### src/rtl/sdram_req_arb.sv
// sdram_req_arb
//   Two-client request arbiter sitting in front of a single-port SDRAM
//   controller. Port A (CPU) and port B (DMA/video) each present a level
//   request with a write/read flag, a word address, write data and byte
//   enables. One access at a time is forwarded to the controller:
//     - writes are launched by toggling `we` and complete when `we_ack`
//       matches `we`;
//     - reads are launched by a rising edge on `rd` and complete when
//       `rd_rdy` has gone low (accepted) and then high (data valid).
//   The requesting client receives a one-cycle ack and, for reads, the
//   data on its own rdata output (held until that port's next read).
//
// Parameters
//   ROUND_ROBIN   0: A always wins a tie; 1: ties alternate between ports.
//   RETRY_CYCLES  cycles to wait for rd_rdy to drop before re-pulsing rd
//                 (8..255).
//
// Ports
//   clk, reset_n            clock, synchronous active-low reset
//   a_req/a_we/a_addr/
//   a_wdata/a_be            port A request fields (held until a_ack)
//   a_ack, a_rdata          port A completion pulse and read data
//   b_*                     same set for port B
//   raddr, rd, rd_rdy, dout controller read interface
//   waddr, din, be, we,
//   we_ack                  controller write interface
module sdram_req_arb #(
  parameter int ROUND_ROBIN  = 0,
  parameter int RETRY_CYCLES = 64
) (
  input  logic        clk,
  input  logic        reset_n,
  input  logic        a_req,
  input  logic        a_we,
  input  logic [23:0] a_addr,
  input  logic [15:0] a_wdata,
  input  logic [1:0]  a_be,
  output logic        a_ack,
  output logic [15:0] a_rdata,
  input  logic        b_req,
  input  logic        b_we,
  input  logic [23:0] b_addr,
  input  logic [15:0] b_wdata,
  input  logic [1:0]  b_be,
  output logic        b_ack,
  output logic [15:0] b_rdata,
  output logic [23:0] raddr,
  output logic        rd,
  input  logic        rd_rdy,
  input  logic [15:0] dout,
  output logic [23:0] waddr,
  output logic [15:0] din,
  output logic [1:0]  be,
  output logic        we,
  input  logic        we_ack
);

  typedef enum logic [2:0] {
    IDLE,
    WR_WAIT,
    RD_ARM,
    RD_WAIT,
    DONE
  } state_t;

  // Last count value before rd is dropped for a re-edge.
  localparam logic [7:0] RETRY_LAST = 8'(RETRY_CYCLES - 1);

  state_t      state_reg, state_next;
  logic        port_reg, port_next;      // port being served: 0 = A, 1 = B
  logic        rr_reg, rr_next;          // preferred port on a tie
  logic [7:0]  retry_reg, retry_next;
  logic        rd_reg, rd_next;
  logic        we_reg, we_next;
  logic [23:0] raddr_reg, raddr_next;
  logic [23:0] waddr_reg, waddr_next;
  logic [15:0] din_reg, din_next;
  logic [1:0]  be_reg, be_next;
  logic        a_ack_reg, a_ack_next;
  logic        b_ack_reg, b_ack_next;
  logic [15:0] a_rdata_reg, a_rdata_next;
  logic [15:0] b_rdata_reg, b_rdata_next;

  // Grant selection and the fields of the winning port.
  logic        grant_b;
  logic        sel_we;
  logic [23:0] sel_addr;
  logic [15:0] sel_wdata;
  logic [1:0]  sel_be;

  always_comb begin
    grant_b = 1'b0;
    if (b_req && !a_req) begin
      grant_b = 1'b1;
    end else if (b_req && a_req && (ROUND_ROBIN != 0) && rr_reg) begin
      grant_b = 1'b1;
    end
    sel_we    = grant_b ? b_we    : a_we;
    sel_addr  = grant_b ? b_addr  : a_addr;
    sel_wdata = grant_b ? b_wdata : a_wdata;
    sel_be    = grant_b ? b_be    : a_be;
  end

  always_comb begin
    state_next   = state_reg;
    port_next    = port_reg;
    rr_next      = rr_reg;
    retry_next   = retry_reg;
    rd_next      = rd_reg;
    we_next      = we_reg;
    raddr_next   = raddr_reg;
    waddr_next   = waddr_reg;
    din_next     = din_reg;
    be_next      = be_reg;
    a_ack_next   = 1'b0;
    b_ack_next   = 1'b0;
    a_rdata_next = a_rdata_reg;
    b_rdata_next = b_rdata_reg;

    case (state_reg)
      IDLE: begin
        if (a_req || b_req) begin
          port_next = grant_b;
          if (sel_we) begin
            waddr_next = sel_addr;
            din_next   = sel_wdata;
            be_next    = sel_be;
            we_next    = ~we_reg;
            state_next = WR_WAIT;
          end else begin
            raddr_next = sel_addr;
            rd_next    = 1'b1;
            retry_next = 8'd0;
            state_next = RD_ARM;
          end
        end
      end

      WR_WAIT: begin
        if (we_ack == we_reg) begin
          a_ack_next = ~port_reg;
          b_ack_next = port_reg;
          rr_next    = ~port_reg;
          state_next = DONE;
        end
      end

      RD_ARM: begin
        if (!rd_reg) begin
          // Second half of a re-edge: raise rd again and restart the wait.
          rd_next    = 1'b1;
          retry_next = 8'd0;
        end else if (!rd_rdy) begin
          state_next = RD_WAIT;
        end else if (retry_reg == RETRY_LAST) begin
          // The controller missed the edge; drop rd for one cycle.
          rd_next = 1'b0;
        end else begin
          retry_next = retry_reg + 8'd1;
        end
      end

      RD_WAIT: begin
        if (rd_rdy) begin
          if (port_reg) begin
            b_rdata_next = dout;
            b_ack_next   = 1'b1;
          end else begin
            a_rdata_next = dout;
            a_ack_next   = 1'b1;
          end
          rr_next    = ~port_reg;
          rd_next    = 1'b0;
          state_next = DONE;
        end
      end

      // One dead cycle so the client sees its ack before it can re-request.
      DONE: begin
        state_next = IDLE;
      end

      default: begin
        state_next = IDLE;
      end
    endcase
  end

  always_ff @(posedge clk) begin
    if (!reset_n) begin
      state_reg   <= IDLE;
      port_reg    <= 1'b0;
      rr_reg      <= 1'b0;
      retry_reg   <= 8'd0;
      rd_reg      <= 1'b0;
      // Follow the controller's toggle so leaving reset issues no write.
      we_reg      <= we_ack;
      raddr_reg   <= 24'd0;
      waddr_reg   <= 24'd0;
      din_reg     <= 16'd0;
      be_reg      <= 2'd0;
      a_ack_reg   <= 1'b0;
      b_ack_reg   <= 1'b0;
      a_rdata_reg <= 16'd0;
      b_rdata_reg <= 16'd0;
    end else begin
      state_reg   <= state_next;
      port_reg    <= port_next;
      rr_reg      <= rr_next;
      retry_reg   <= retry_next;
      rd_reg      <= rd_next;
      we_reg      <= we_next;
      raddr_reg   <= raddr_next;
      waddr_reg   <= waddr_next;
      din_reg     <= din_next;
      be_reg      <= be_next;
      a_ack_reg   <= a_ack_next;
      b_ack_reg   <= b_ack_next;
      a_rdata_reg <= a_rdata_next;
      b_rdata_reg <= b_rdata_next;
    end
  end

  assign a_ack   = a_ack_reg;
  assign b_ack   = b_ack_reg;
  assign a_rdata = a_rdata_reg;
  assign b_rdata = b_rdata_reg;
  assign raddr   = raddr_reg;
  assign rd      = rd_reg;
  assign waddr   = waddr_reg;
  assign din     = din_reg;
  assign be      = be_reg;
  assign we      = we_reg;

endmodule

### config.mk
export PLATFORM = sky130hd
export DESIGN_NAME = sdram_req_arb
export DESIGN_NICKNAME = d
export VERILOG_FILES = /design/src/rtl/sdram_req_arb.sv
export SDC_FILE = /design/constraint.sdc
export NUM_CORES = 1
export LEC_CHECK = 0
export ABC_AREA = 1
export CAP_MARGIN = 5
export CELL_PAD_IN_SITES_DETAIL_PLACEMENT = 2
export CELL_PAD_IN_SITES_GLOBAL_PLACEMENT = 2
export CORE_MARGIN = 5
export CORE_UTILIZATION = 23
export DETAILED_ROUTE_END_ITERATION = 8
export GPL_TIMING_DRIVEN = 0
export PLACE_DENSITY_LB_ADDON = 0.15
export SYNTH_ARGS = -nofsm -noshare
export SYNTH_HDL_FRONTEND = slang
export SYNTH_SLANG_ARGS = --single-unit
### constraint.sdc
create_clock -name clk -period 2.9 [get_ports clk]
set_input_delay 0.29 -clock clk [delete_from_list [all_inputs] [get_ports clk]]
set_output_delay 0.29 -clock clk [all_outputs]
set_load 0.1 [all_outputs]
==> flow_metrics.py <==
metrics = {
    "pwr": {
        "p_leak_nw": 3.086,
        "power_density_nw_per_um2": 1059,
        "irDropWorstVdd_mv": 0.3796,
        "power_mw": 8.266,
    },
    "final_layout": {
        "stdcell_count": 1193,
        "design_area_um2": 7809,
        "fin_util_pct": 38.47,
        "layout_commonest_cell": "clkdlybuf4s50_1",
        "syn_to_final_growth_pct": 63.93,
        "fillers": 2349,
        "layout_common_cells": "clkdlybuf4s50_1 (208), nor2_1 (166), nand2_1 (156)",
        "nets": 1018,
        "drive_gt1_share_pct": 6.508,
    },
    "floorplan": {
        "die_area_um2": 23690,
        "fp.dieW_um": 153.9,
        "initial_core_util_pct": 23.47,
        "chipHeight_um": 153.9,
        "rows": 52,
        "io-pin-count": 210,
        "core_um2": 20300,
    },
    "setup_path": {
        "start_kind": "register",
        "startpoint": "rd",
        "rr_worst_depth": 7,
        "arrival_ps": 1970,
        "path_buf_inv": 1,
        "cp.depth": 1,
        "slowest_delay_ps": 1160,
        "rrSetupSlack_ps": 1120,
        "path_delay_family": "buffers and inverters",
        "endpoint_kind": "output port",
        "r2r-end": "raddr[14]",
        "worst_path_max_delay_cell": "clkdlybuf4s50_1",
        "cp_cell_sequence": "clkdlybuf4s50_1",
        "r2r-start": "state_reg[2]",
        "path_class": "reg2out",
        "cp_data_required_time_ps": 2610,
        "crit_fanout": 4,
    },
    "detailed_routing": {
        "wl_per_cell_um": 17.72,
        "vias_per_cell": 4.531,
        "drt_iter0_drc": 122,
        "firstDrtPassIters": 4,
        "wl_um": 21140,
        "postRouteAntennaNets": 0,
        "vias": 5405,
        "drc": 0,
    },
    "cts": {
        "cts.sinks": 114,
        "htree_levels": 4,
        "postCtsSetupRepairBufs": 0,
        "max-clock-path-buffers": 2,
        "cts_buffers": 17,
        "root_buffer": "clkbuf_16",
        "ctsResizeCount": 0,
        "ctsHoldBuffers": 0,
        "path_clk_slew_ps": 60,
        "worstSkewPairLatency_ps": 410,
        "cts_tree": "yes",
    },
    "synth": {
        "netlist.area_leader.share_pct": 47.49,
        "synth_top_area_cell": "dfxtp_1",
        "synth_async_sr_flop_share_pct": 0,
        "ys_seq_area_share_pct": 48.12,
        "yosysWarnings": 0,
        "synth_edf_count": 1,
        "synth_cells": 682,
        "synth_fp_nets": 791,
        "synth.cell_area_um2": 4763,
        "synth_seq_cells": 114,
        "synth-main-ff-cell": "dfxtp_1",
        "synth_area_per_cell_um2": 6.984,
        "ys_top_cells_by_area": "dfxtp_1 (47%), nor2_1 (13%), nand2_1 (12%)",
        "synthDistinctLibCells": 27,
    },
    "timing": {
        "holdWs_ps": 451.0,
        "drv_slew": 0,
        "tns_ps": 0,
        "clock.fmax_mhz": 443.4,
        "tightest_slew_ps": 1054,
        "rsz0062_at_grt": "no",
        "finalCritPeriodShare_pct": 77.77,
        "hold_viol": 0,
        "worst_slack_ps": 644.8,
        "min_period_ps": 2255,
        "relSlewSlack_pct": 29.49,
        "setup_violations": 0,
        "skew_ps": 8.715,
    },
    "grt": {
        "grt_pass1_vias": 6258,
        "grt_usage_pct": 17.98,
        "grt_max_degree": 17,
        "antenna_found_initial": 1,
        "grt_overflow_total": 0,
        "grt_pass1_wl_um": 34180,
    },
    "job": {
        "maxCapViolCount": 0,
    },
    "status": {
        "outcome": "finished, final reports clean",
    },
    "place": {
        "finalWeightedCongestion": 0.8021,
        "io_buffers": 208,
        "place_ws_ps": 586.6,
        "postPlaceCellArea_um2": 7183,
        "placedCellCount": 1160,
        "post-dp-hpwl_um": 16450,
    },
    "hold_path": {
        "hold_depth": 3,
        "hp-class": "in2reg",
        "hp-start": "a_wdata[0]",
        "hold_path_end": "din[0]",
    },
}
## how the worst max path moves through the flow
stage / slack (ps) / to
floorplan: 900 / retry_reg[5]
global placement: 660 / raddr[14]
detailed placement: 590 / raddr[14]
CTS: 620 / rd
global route: 590 / rd
finish: 640 / rd
## cell type report
type	count	area [um^2]	share of cell area, %
clock buffer	20	466.7	5.977
multi-input combinational	507	2213	28.34
buffer	39	175.2	2.243
tap	270	337.8	4.326
clock inverter	12	156.4	2.003
antenna	1	2.502	0.03205
sequential	114	2292	29.35
timing repair buffer	208	2082	26.66
inverter	22	82.58	1.058
## layer usage
| layer | GRT usage, % | up-vias | part of all wire [%] |
|---|---|---|---|
| met5 | 0 | - | 0.095 |
| met4 | 4.542 | 2 | 1.4 |
| met3 | 6.802 | 18 | 6.8 |
| met2 | 31.96 | 139 | 51 |
| met1 | 20.30 | 2581 | 41 |
| li1 | - | 2665 | - |
## synth_stat cells (2+ instances only)
master / number
o21ai_0: 83
buf_2: 5
a31oi_1: 18
nand3_2: 2
nand4_1: 2
clkbuf_1: 25
o21ai_1: 20
dfxtp_1: 113
nor2_4: 2
nand3_1: 14
xor2_1: 2
nor2_2: 2
nand3b_1: 2
buf_4: 4
buf_1: 4
inv_1: 14
nand2_2: 5
nand2_1: 156
a21oi_1: 30
nor2_1: 166
inv_2: 7
## cells by family (layout without fill, tap and decap cells)
| logic type | Yosys count | in the layout | share of synthesized area, % |
|---|---|---|---|
| buffers and inverters | 61 | 301 | 5.411 |
| AOI/OAI and AO/OA | 151 | 151 | 16.34 |
| xor gates and xnor gates | 2 | 2 | 0.3678 |
| other | 0 | 1 | 0 |
| DFF | 114 | 114 | 48.12 |
| and+or+nand+nor | 353 | 353 | 29.50 |
| adders and majority gates | 1 | 1 | 0.2626 |
## report_power, final
| part | total [mW] | leakage, nW | internal, mW | switching, mW |
|---|---|---|---|---|
| sequential | 2.14 | 0.934 | 1.90 | 0.240 |
| combinational | 3.93 | 1.86 | 0.943 | 2.99 |
| clock | 2.19 | 0.294 | 1.42 | 0.769 |
No activity file was read; power rests on OpenSTA's default activity.
